$ cat config.mk
export PLATFORM = sky130hd
export DESIGN_NAME = hazard_forward_ctrl
export DESIGN_NICKNAME = d
export VERILOG_FILES = /design/src/rtl/hazard_forward_ctrl.sv
export SDC_FILE = /design/constraint.sdc
export NUM_CORES = 1
export LEC_CHECK = 0
export CAP_MARGIN = 15
export CORE_UTILIZATION = 48
export DETAILED_ROUTE_END_ITERATION = 7
export PLACE_DENSITY_LB_ADDON = 0.2
export SLEW_MARGIN = 40
export SYNTH_ARGS = -nofsm -noshare
export SYNTH_HDL_FRONTEND = slang
export SYNTH_SLANG_ARGS = --single-unit
$ cat constraint.sdc
create_clock -name clk -period 2.5 [get_ports clk]
set_clock_uncertainty 0.2 [all_clocks]
set_input_delay 0.625 -clock clk [delete_from_list [all_inputs] [get_ports clk]]
set_output_delay 0.625 -clock clk [all_outputs]
set_load 0.03 [all_outputs]
$ cat src/rtl/hazard_forward_ctrl.sv
// Forwarding-select and load-use stall controller placed between ID and the ID/EX register.
// Keeps a shadow copy of the destination-register state of EX, MEM and WB.
module hazard_forward_ctrl #(
  parameter int REG_AW = 5,
  parameter int CNT_W  = 16
) (
  input  logic              clk,
  input  logic              reset,
  input  logic              id_valid,
  input  logic [REG_AW-1:0] id_rs,
  input  logic [REG_AW-1:0] id_rt,
  input  logic              id_uses_rs,
  input  logic              id_uses_rt,
  input  logic [REG_AW-1:0] id_rd,
  input  logic              id_reg_write,
  input  logic              id_mem_read,
  input  logic              branch_flush,
  output logic [1:0]        fwd_sel_a,
  output logic [1:0]        fwd_sel_b,
  output logic              stall,
  output logic              bubble,
  output logic [CNT_W-1:0]  stall_cycles
);

  typedef struct packed {
    logic              valid;
    logic [REG_AW-1:0] rd;
    logic              reg_write;
    logic              mem_read;
  } stage_t;

  localparam logic [1:0] SEL_REGFILE = 2'b00;
  localparam logic [1:0] SEL_WB      = 2'b01;
  localparam logic [1:0] SEL_MEM     = 2'b10;

  stage_t ex_stage;
  stage_t mem_stage;
  stage_t wb_stage;
  stage_t id_stage;

  logic       hazard;
  logic [1:0] sel_a_next;
  logic [1:0] sel_b_next;

  function automatic logic stage_writes(input stage_t s, input logic [REG_AW-1:0] r);
    return s.valid && s.reg_write && (s.rd == r) && (r != '0);
  endfunction

  // Youngest producer wins. A WB producer needs nothing because the register file is write-first.
  function automatic logic [1:0] fwd_code(input logic [REG_AW-1:0] r,
                                          input stage_t ex_s,
                                          input stage_t mem_s,
                                          input stage_t wb_s);
    logic [1:0] code;
    code = SEL_REGFILE;
    if (stage_writes(ex_s, r))
      code = SEL_MEM;
    else if (stage_writes(mem_s, r))
      code = SEL_WB;
    else if (stage_writes(wb_s, r))
      code = SEL_REGFILE;
    return code;
  endfunction

  always_comb begin
    id_stage.valid     = id_valid;
    id_stage.rd        = id_rd;
    id_stage.reg_write = id_reg_write;
    id_stage.mem_read  = id_mem_read;
  end

  always_comb begin
    hazard = ex_stage.valid && ex_stage.mem_read && (ex_stage.rd != '0) && id_valid &&
             ((id_uses_rs && (id_rs == ex_stage.rd)) ||
              (id_uses_rt && (id_rt == ex_stage.rd)));
    // A squashed instruction never needs to wait for its operands.
    stall  = hazard && !branch_flush;
    bubble = stall || branch_flush;
  end

  always_comb begin
    sel_a_next = SEL_REGFILE;
    sel_b_next = SEL_REGFILE;
    if (!bubble && id_valid) begin
      if (id_uses_rs)
        sel_a_next = fwd_code(id_rs, ex_stage, mem_stage, wb_stage);
      if (id_uses_rt)
        sel_b_next = fwd_code(id_rt, ex_stage, mem_stage, wb_stage);
    end
  end

  always_ff @(posedge clk) begin
    if (reset) begin
      ex_stage     <= '0;
      mem_stage    <= '0;
      wb_stage     <= '0;
      fwd_sel_a    <= SEL_REGFILE;
      fwd_sel_b    <= SEL_REGFILE;
      stall_cycles <= '0;
    end else begin
      wb_stage  <= mem_stage;
      mem_stage <= ex_stage;
      ex_stage  <= bubble ? '0 : id_stage;
      fwd_sel_a <= sel_a_next;
      fwd_sel_b <= sel_b_next;
      if (stall && (stall_cycles != '1))
        stall_cycles <= stall_cycles + 1'b1;
    end
  end

endmodule
==> run metrics, run 1 <==
outcome=complete, but fails checks; Post-Route WL=5.12 mm; largest net degree at the start of global routing=24; sequential area share after synthesis=0.391; routed vias/inst=5.65; Warnings, synthesis=0; GRT met1 Usage=0.358; Clk pin slew, worst setup/hold paths=~0.080 ns; post-route setup slack=-0.0126 ns; Core ar.=0.00344 sq mm; WHS=0.269 ns; setup TNS=-0.0126 ns; Top Family by Delay on Critical Path=simple AND/OR/NAND/NOR gates; share of cells above drive strength 1=0.290; Pwr Density=approximately 430 mW/mm^2; Worst EP required=roughly 1.7 ns; Final Max Tran Viols=0; die area=0.00398 sq mm; slowest stage delay, CP=0.29 ns; Hold Vio Cnt, Final=0; maxcap violations=0; Layout area overhead=50.1%; mean post-synth cell area=slightly below 9 sq um; worst-path cell chain=buf_2 > xor2_1 > nor3_2 > a32oi_4 > nor3_4 > buf_6; relative slew slack=0.688; failing checks=setup timing; Num Clock Sinks=35; cts hold-fix bufs=0; crit path kind=primary input to output pin; register bit count reported by yosys=35; Final HPWL DP=between 3 and 4 mm; initial core utilization=0.521; drt pass-1 iters=4; gp weighted congestion=approximately 0.85; Worst Path Arrival=roughly 1.7 ns; distinct cell type count after synthesis=between 40 and 50; cell count after synthesis=between 200 and 250; clock tree root driver cell=clkbuf_8; crit path max fanout=4; WP buf/inv=2; pre-CTS WS=-0.474 ns; Pleak=between 0.9 and 1 nW; crit start category=primary input; Die W=about 63 microns; met2 usage=0.413; vias in the first global route=between 1500 and 2000; Worst setup EP type=output pin; Final Cycle Share=1.01; 1st-iter DRT viols=188; RSZ-0062 raised after global routing=yes; Tmin final=~2.5 ns; PortBufs=44; Final nets=between 300 and 400; Cell Area, Synth=~0.0018 sq mm; VDD IR max=0.252 mV; Antenna Nets Post-Route=0; Net Count, Synth=226; Max Root-Sink Buffers=2; Final Non-Filler Cells=~330; Global Route Usage Sum=0.265; M3 GR Usage=0.0489; WL/cell=between 15 and 20 microns; worst skew pair latency=0.29 ns; Hold Path Class=flop to flop; row count=21; Post-route DRC=0; antenna violations before repair=0; f_max=a little under 0.4 GHz; Vias=between 1500 and 2000; fin util=0.782; Max H-tree Level=2; Placement Cell Area=about 0.0025 sq mm; critical path's slowest cell=nor3_2; grt peak-use layer=met2; # diodes=0; total power=about 1.2 mW; Die Y=63.1 microns; first-pass GRT wire length=between 8 and 9 mm; Final setup viols=1; grt total ovfl=0; CTS Buf Count=5; CTS tree=built; IO Pins=45; post-route cell area=0.00269 sq mm; Cells after DPL=315; Worst-Margin Slew=0.464 ns
[logic make-up (layout without fill, tap and decap cells)]
kind of cell | Yosys count | count (layout) | share of synthesized area
compound gates | 31 | 31 | 0.124
xor+xnor | 20 | 20 | 0.0978
fa+ha+maj | 1 | 1 | 0.00698
buf+inv | 10 | 91 | 0.0328
flops | 35 | 35 | 0.391
mux | 4 | 4 | 0.0272
simple gates | 101 | 101 | 0.321
[layer usage]
layer	wire length, microns	part of all wire
met1	2310	0.45
met2	2330	0.46
met3	366	0.072
met4	104	0.020
met5	0	0
[area by class of cell]
class | count | area, sq um
inverter | 3 | 11.3
timing repair buffer | 80 | 694
sequential | 35 | 706
tap | 46 | 57.6
fill | 240 | 752
multi-input combinational | 157 | 1130
clock buffer | 5 | 68.8
clock inverter | 3 | 25.0
[flip-flops by register name (all words and copies together), names as in the netlist]
name	count
stall_cycles	16
ex_stage	8
mem_stage	7
fwd_sel_a	2
fwd_sel_b	2
[report_power, final]
part           leakage (nW)  switching [mW]  internal (mW)  total (mW)
sequential            0.285         0.00987          0.566       0.576
combinational         0.670          0.0721         0.0826       0.155
clock                0.0443           0.234          0.199       0.433
total                 0.999           0.316          0.847        1.16
[repair_timing]
item	in CTS	in global routing
setup buffers	5	1
gates resized for setup	46	15
gates cloned	0	0
pin swaps	9	5
setup endpoints to repair	24	8
[worst register-to-register path, stage by stage, from the launching register on]
cell and delay (ns):
dfxtp_2 0.37, xor2_2 0.20, nor3_4 0.24, a32oi_4 0.19, buf_4 0.18, buf_4 0.14
nor4_1 0.38, mux2_2 0.39
[Yosys cell counts, drive strengths merged]
master  instances  share of area
a21o            1         0.0042
a21oi          10          0.030
a32oi           1         0.0091
and2            9          0.031
and3            2         0.0070
and4            1         0.0049
buf             5          0.022
clkbuf          2         0.0042
clkinv          1         0.0021
dfxtp          35           0.39
ha              1         0.0070
inv             2         0.0042
mux2            4          0.027
nand2          15          0.033
nand2b          1         0.0035
nand3          10          0.028
nand4          10          0.035
nor2           11          0.023
nor2b          11          0.038
nor3            7          0.022
nor4           11          0.038
nor4b           2         0.0098
o211a           1         0.0056
o211ai          2         0.0084
o21a            3          0.013
o21ai           2         0.0056
o31a            3          0.015
o31ai           8          0.034
or2             1         0.0035
or3             2         0.0070
or4             8          0.036
xnor2           6          0.029
xor2           14          0.068
[path summary, 6_finish.rpt]
kind                                        startpoint                           end  slack [ns]  cells after the start
worst max-delay path                          id_rs[3]                         stall       -0.01                      6
worst min-delay path            ex_stage[1]$_SDFF_PP0_       mem_stage[1]$_SDFF_PP0_        0.27                      1
worst max register to register  ex_stage[6]$_SDFF_PP0_  stall_cycles[2]$_SDFFE_PP0P_        0.10                      7
worst min register to register  ex_stage[1]$_SDFF_PP0_       mem_stage[1]$_SDFF_PP0_        0.27                      1
[cells in the final DEF, fill, tap and decap left out, types with 5 or more instances in the layout]
cell             netlist  final
a21oi_1                9      9
and2_1                 9      9
buf_4                  1     35
buf_6                  2      5
clkbuf_8               0      5
clkdlybuf4s50_1        0     29
dfxtp_1               35     31
nand2_1               14     14
nand3_1               10      9
nand4_1               10     10
nor2_1                11     10
nor2b_1               11     11
nor4_1                11     11
o31ai_1                8      8
or4_1                  7      7
xor2_1                14     11
Power figures use the tool's default switching activity.
==> run 2: changes to the inputs <==
CAP_MARGIN = not set   (was 15)
CORE_MARGIN = 1   (was not set)
HOLD_SLACK_MARGIN = 0.15   (was not set)
==> results of run 2 <==
Same layout as run 1: the final DEF is identical, and so are final timing and power.
==> run 3: changes to the inputs <==
HOLD_SLACK_MARGIN = not set   (was 0.15)
==> results of run 3 <==
Same layout as run 1: the final DEF is identical, and so are final timing and power.
==> patch 1, RTL diff (settings of run 3) <==
`REG_AW`: 5 -> 4.
--- a/src/rtl/hazard_forward_ctrl.sv
+++ b/src/rtl/hazard_forward_ctrl.sv
@@ -1,7 +1,7 @@
 // Forwarding-select and load-use stall controller placed between ID and the ID/EX register.
 // Keeps a shadow copy of the destination-register state of EX, MEM and WB.
 module hazard_forward_ctrl #(
-  parameter int REG_AW = 5,
+  parameter int REG_AW = 4,
   parameter int CNT_W  = 16
 ) (
   input  logic              clk,
Ports: changed (resized id_rd, id_rs and id_rt); port bits go from 45 to 42. No check against the original RTL was run, so the function may have changed too.
==> patch 1 against run 3 <==
- the run still ends with setup timing left
- routed wire length down 1.5%
- power down 11%
- sequential cell count down 2
- synthesized area down 8.0%
- final area down 7.0%
- sequential share of layout area up 0.58 points
- final cell count down 7.6%
- setup slack worse by 130 ps
- non-clock buffer count down 4
- critical path type unchanged
==> patch 1: results (changes against run 3) <==
| Metric | Value |
|---|---|
| Outcome | complete, but fails checks |
| Failing checks | setup timing |
| Crit end category | output port |
| Worst Hold Depth | 1 (unchanged) |
| Met3 Use GR | 8.53% (+3.6 points) |
| Gate Count Post-Synth | 182 (-9.9%) |
| CTS Buffer Depth | 2 (unchanged) |
| HP Class | reg2reg |
| Port Buf Inserts | 41 (-6.8%) |
| CP max FO | 3 (-1) |
| Met2 Track Usage GR | 50.1% (+8.8 points) |
| Placed insts | 284 (-9.8%) |
| Initial antenna violation count | 0 (unchanged) |
| Actual slew at the worst max-slew pin | 353 ps (-111 ps) |
| Pin count of the biggest net entering global routing | 24 (unchanged) |
| Clock root cell | clkbuf_4 |
| WL per Instance | 16.6 um (+6.6%) |
| CTS clk-pin slew, worst paths | 100 ps (+20 ps) |
| Mapped Nets | 203 (-10%) |
| Post-synthesis cell type count | 38 (-7.3%) |
| Adder-Cell Fraction of Synth Area | 0.759% (+0.061 points) |
| VDD IR max | 0.419 mV (+67%) |
| Post-DP HPWL | 3.18 mm (-8.7%) |
| Largest registers | stall_cycles x16, ex_stage x7, mem_stage x6 |
| Xor and xnor area share after synthesis | 7.97% (-1.8 points) |
| H-Tree Depth | 2 (unchanged) |
| Total GRT Usage | 28.5% (+2.0 points) |
| Number of global-route vias before repair | 1622 (-5.6%) |
| Mux share of post-synthesis cell area | 0.683% (-2.0 points) |
| M1 GR Usage | 31.7% (-4.1 points) |
| First-pass GRT wire length | 7.42 mm (-8.7%) |
| Vias | 1808 (-2.7%) |
| Worst-Skew Late Latency | 350 ps (+60 ps) |
| Reg2reg path depth | 9 (+2) |
| LEAKAGE | 0.000897 uW (-10%) |
| Synth cell count leaders | dfxtp_1 (33), a21oi_1 (16), or4_1 (11), xor2_1 (11), o31ai_1 (10) |
| Yosys warns | 0 (unchanged) |
| # diodes | 0 (unchanged) |
| Compound-Gate Fraction of Synth Area | 15.4% (+3.1 points) |
| Layout cells sized above 1 | 30.8% (+1.8 points) |
| Main area contributors after synthesis | dfxtp_1 (40%), xor2_1 (5.8%), or4_1 (5.0%) |
| Register area share after synthesis | 40.1% (+0.98 points) |
| Filler cells | 212 (-12%) |
| First DRT Iteration DRCs | 153 (-19%) |
| GPL Wtd Cong | 0.971 (+14%) |
| Final WS setup | -139 ps (-126 ps) |
| DRT Wirelength | 5.04 mm (-1.5%) |
| Initial DRT Pass Iterations | 4 (unchanged) |
| Area leader, netlist | dfxtp_1 |
| Worst slack at placement | -496 ps (-22.0 ps) |
| Final Setup Violations | 2 (+1) |
[patch 1: cell types whose count changed after synthesis, sizes merged, moves of 4 or more]
cell,run 3,this run
nand2,15,9
nor4,11,6
a21oi,10,16
nor2,11,7
[patch 1: path summary, 6_finish.rpt]
check,start,endpoint,slack [ps]
max reg2reg,ex_stage[4],stall_cycles[4],60
max,id_rt[2],stall,-140
min reg2reg,ex_stage[1],mem_stage[1],310
min,ex_stage[1],mem_stage[1],310
[patch 1: layer usage]
layer / vias up / part of all wire (%)
met1: 857 / 38
met5: - / 0
met2: 100 / 52
li1: 835 / -
met4: 0 / 2.6
met3: 16 / 7.3
[patch 1: cell type report]
cell class	instances	area, um^2	area share, %
multi-input combinational	140	1050	41.9
clock inverter	1	5.00	0.200
tap	44	55.1	2.20
timing repair buffer	76	647	25.9
sequential	33	671	26.8
inverter	3	11.3	0.450
clock buffer	7	65.1	2.60
[patch 1: critical path, cell delays in order]
cell	delay, ps
buf_8	110
xor2_4	180
nor4_4	350
buf_4	180
a22oi_2	100
nor2_2	130
buf_6	130
[patch 1: what timing repair did]
| item | in CTS | in global routing |
|---|---|---|
| resized for setup | 52 | 8 |
| hold buffers | 0 | 0 |
| gates cloned | 0 | 2 |
| buffers inserted | 5 | 5 |
| pin swaps | 11 | 4 |
| setup endpoints to repair | 13 | 3 |
[patch 1: cell families after synthesis]
| family | Yosys count |
|---|---|
| and+or+nand+nor | 84 |
| muxes | 1 |
| buffers and inverters | 9 |
| adders and majority gates | 1 |
| AOI/OAI and AO/OA | 39 |
| xor gates and xnor gates | 15 |
| DFF | 33 |
[patch 1: where the power goes]
group          leakage, uW  switching [uW]  internal [uW]
registers         0.000269            9.97            532
logic             0.000586            64.4           73.6
clock network    0.0000413             191            163
[patch 1: stage by stage]
| stage | TNS [ps] | instance area (um^2) |
|---|---|---|
| after CTS | -180 | 2440 |
| after global placement | -8070 | 2250 |
| after global routing | -415 | 2500 |
| after detailed placement | -10100 | 2250 |
| after floorplan | 0 | 1650 |
| final | -232 | 2500 |
==> patch 2, RTL diff (config.mk and constraints of run 3) <==
Without the edit above. Reset style: asynchronous (`reset`), changed in one clocked block.
--- a/src/rtl/hazard_forward_ctrl.sv
+++ b/src/rtl/hazard_forward_ctrl.sv
@@ -89,7 +89,7 @@
     end
   end
 
-  always_ff @(posedge clk) begin
+  always_ff @(posedge clk or posedge reset) begin
     if (reset) begin
       ex_stage     <= '0;
       mem_stage    <= '0;
Function: differs if reset is asserted again (counterexample within 4 cycles, from zero or initial values and one cycle with reset high); with reset held inactive, the same outputs for 10 cycles.
==> patch 2 against run 3 <==
- the flow still finishes with violations (setup timing)
- sequential cell count did not move
- power is 3.5% lower
- setup slack got worse by 270 ps
- final area down 3.6%
- clock power fell by 16%
- synthesized area down 2.0%
- critical path depth increased by 1
- routed wire length fell by 14%
- count of clock-buffer cells in the layout grew 2
- final cell count shrank 17%
- largest power group unchanged
==> patch 2: results (changes against run 3) <==
| Metric | Value |
|---|---|
| Hold Path End | mem_stage[1] |
| Setup total negative slack | -533 ps (-520 ps) |
| Post-DP HPWL | 3.27 mm (-6.0%) |
| CTS clk-pin slew, worst paths | 110 ps (+30 ps) |
| Final WS setup | -286 ps (-274 ps) |
| Combinational Power Share | 14.9% (+1.6 points) |
| Worst slack at placement | -662 ps (-188 ps) |
| Post-synthesis cell type count | 36 (-12%) |
| P_clk | 363 uW (-16%) |
| Pin count of the biggest net entering global routing | 36 (+50%) |
| Syn_area_per_cell | 11.7 um^2 (+32%) |
| Int Pwr | 831 uW (-1.9%) |
| CP Capture Point | bubble |
| Synth cell count leaders | dfrtp_1 (35), xnor2_1 (25), nand4_1 (12) |
| Hold path startpoint | ex_stage[1] |
| Dominant synthesized flop cell | dfrtp_1 |
| Main area contributors after synthesis | dfrtp_1 (50%), xnor2_1 (12%), xor2_1 (4.5%) |
| Area after DPL | 0.00244 mm^2 (-2.1%) |
| Clock root cell | clkbuf_4 |
| Sw frac | 26.0% (-1.2 points) |
| Actual slew at the worst max-slew pin | 429 ps (-35.0 ps) |
| # Post-CTS Setup Buffers | 2 (-3) |
| First-pass GRT wire length | 7.36 mm (-9.5%) |
| Avg Vias per Cell | 5.54 (-2.0%) |
| Outcome | complete, but fails checks |
| Nets@finish | 251 (-18%) |
| Final Setup Violations | 2 (+1) |
| PostCTS Resize Cnt | 21 (-54%) |
| Failing checks | setup timing |
| Total GRT Usage | 24.7% (-1.8 points) |
| Crit. Startpoint | ex_stage[5] |
| Number of global-route vias before repair | 1540 (-10%) |
| LEAKAGE | 0.00112 uW (+12%) |
| WL per Instance | 16.1 um (+3.3%) |
| Worst-Skew Late Latency | 340 ps (+50 ps) |
| Layout cells sized above 1 | 26.8% (-2.2 points) |
| First DRT Iteration DRCs | 111 (-41%) |
| GPL Wtd Cong | 0.902 (+5.6%) |
patch 2: cell families after synthesis:
logic type | Yosys count | share of synthesized area [%]
xor+xnor | 35 | 17.9
simple gates | 63 | 22.2
fa+ha+maj | 1 | 0.713
compound gates | 11 | 7.56
buf+inv | 4 | 0.926
mux | 1 | 0.855
flops | 35 | 49.9
patch 2: critical path, cell delays in order (launching register included):
cell	delay, ps
dfrtp_1	440
buf_4	160
xor2_1	240
nor3_2	110
a22o_1	250
a31oi_4	240
inv_2	50
buf_6	130
patch 2: layout make-up:
type	instances	area, um^2
Clock inverter	1	7.51
Timing Repair Buffer	71	636
Fill cell	237	823
Multi-Input combinational cell	111	940
Clock buffer	7	65.1
Sequential cell	35	876
Tap cell	46	57.6
Inverter	3	11.3
patch 2: per-layer routing:
layer  share of wire [%]  routed length [um]  GRT usage [%]
met5                   0                   0              0
met4                 2.9                 126           8.72
met3                 7.0                 310           6.39
met2                  48                2120           41.4
met1                  42                1840           30.8
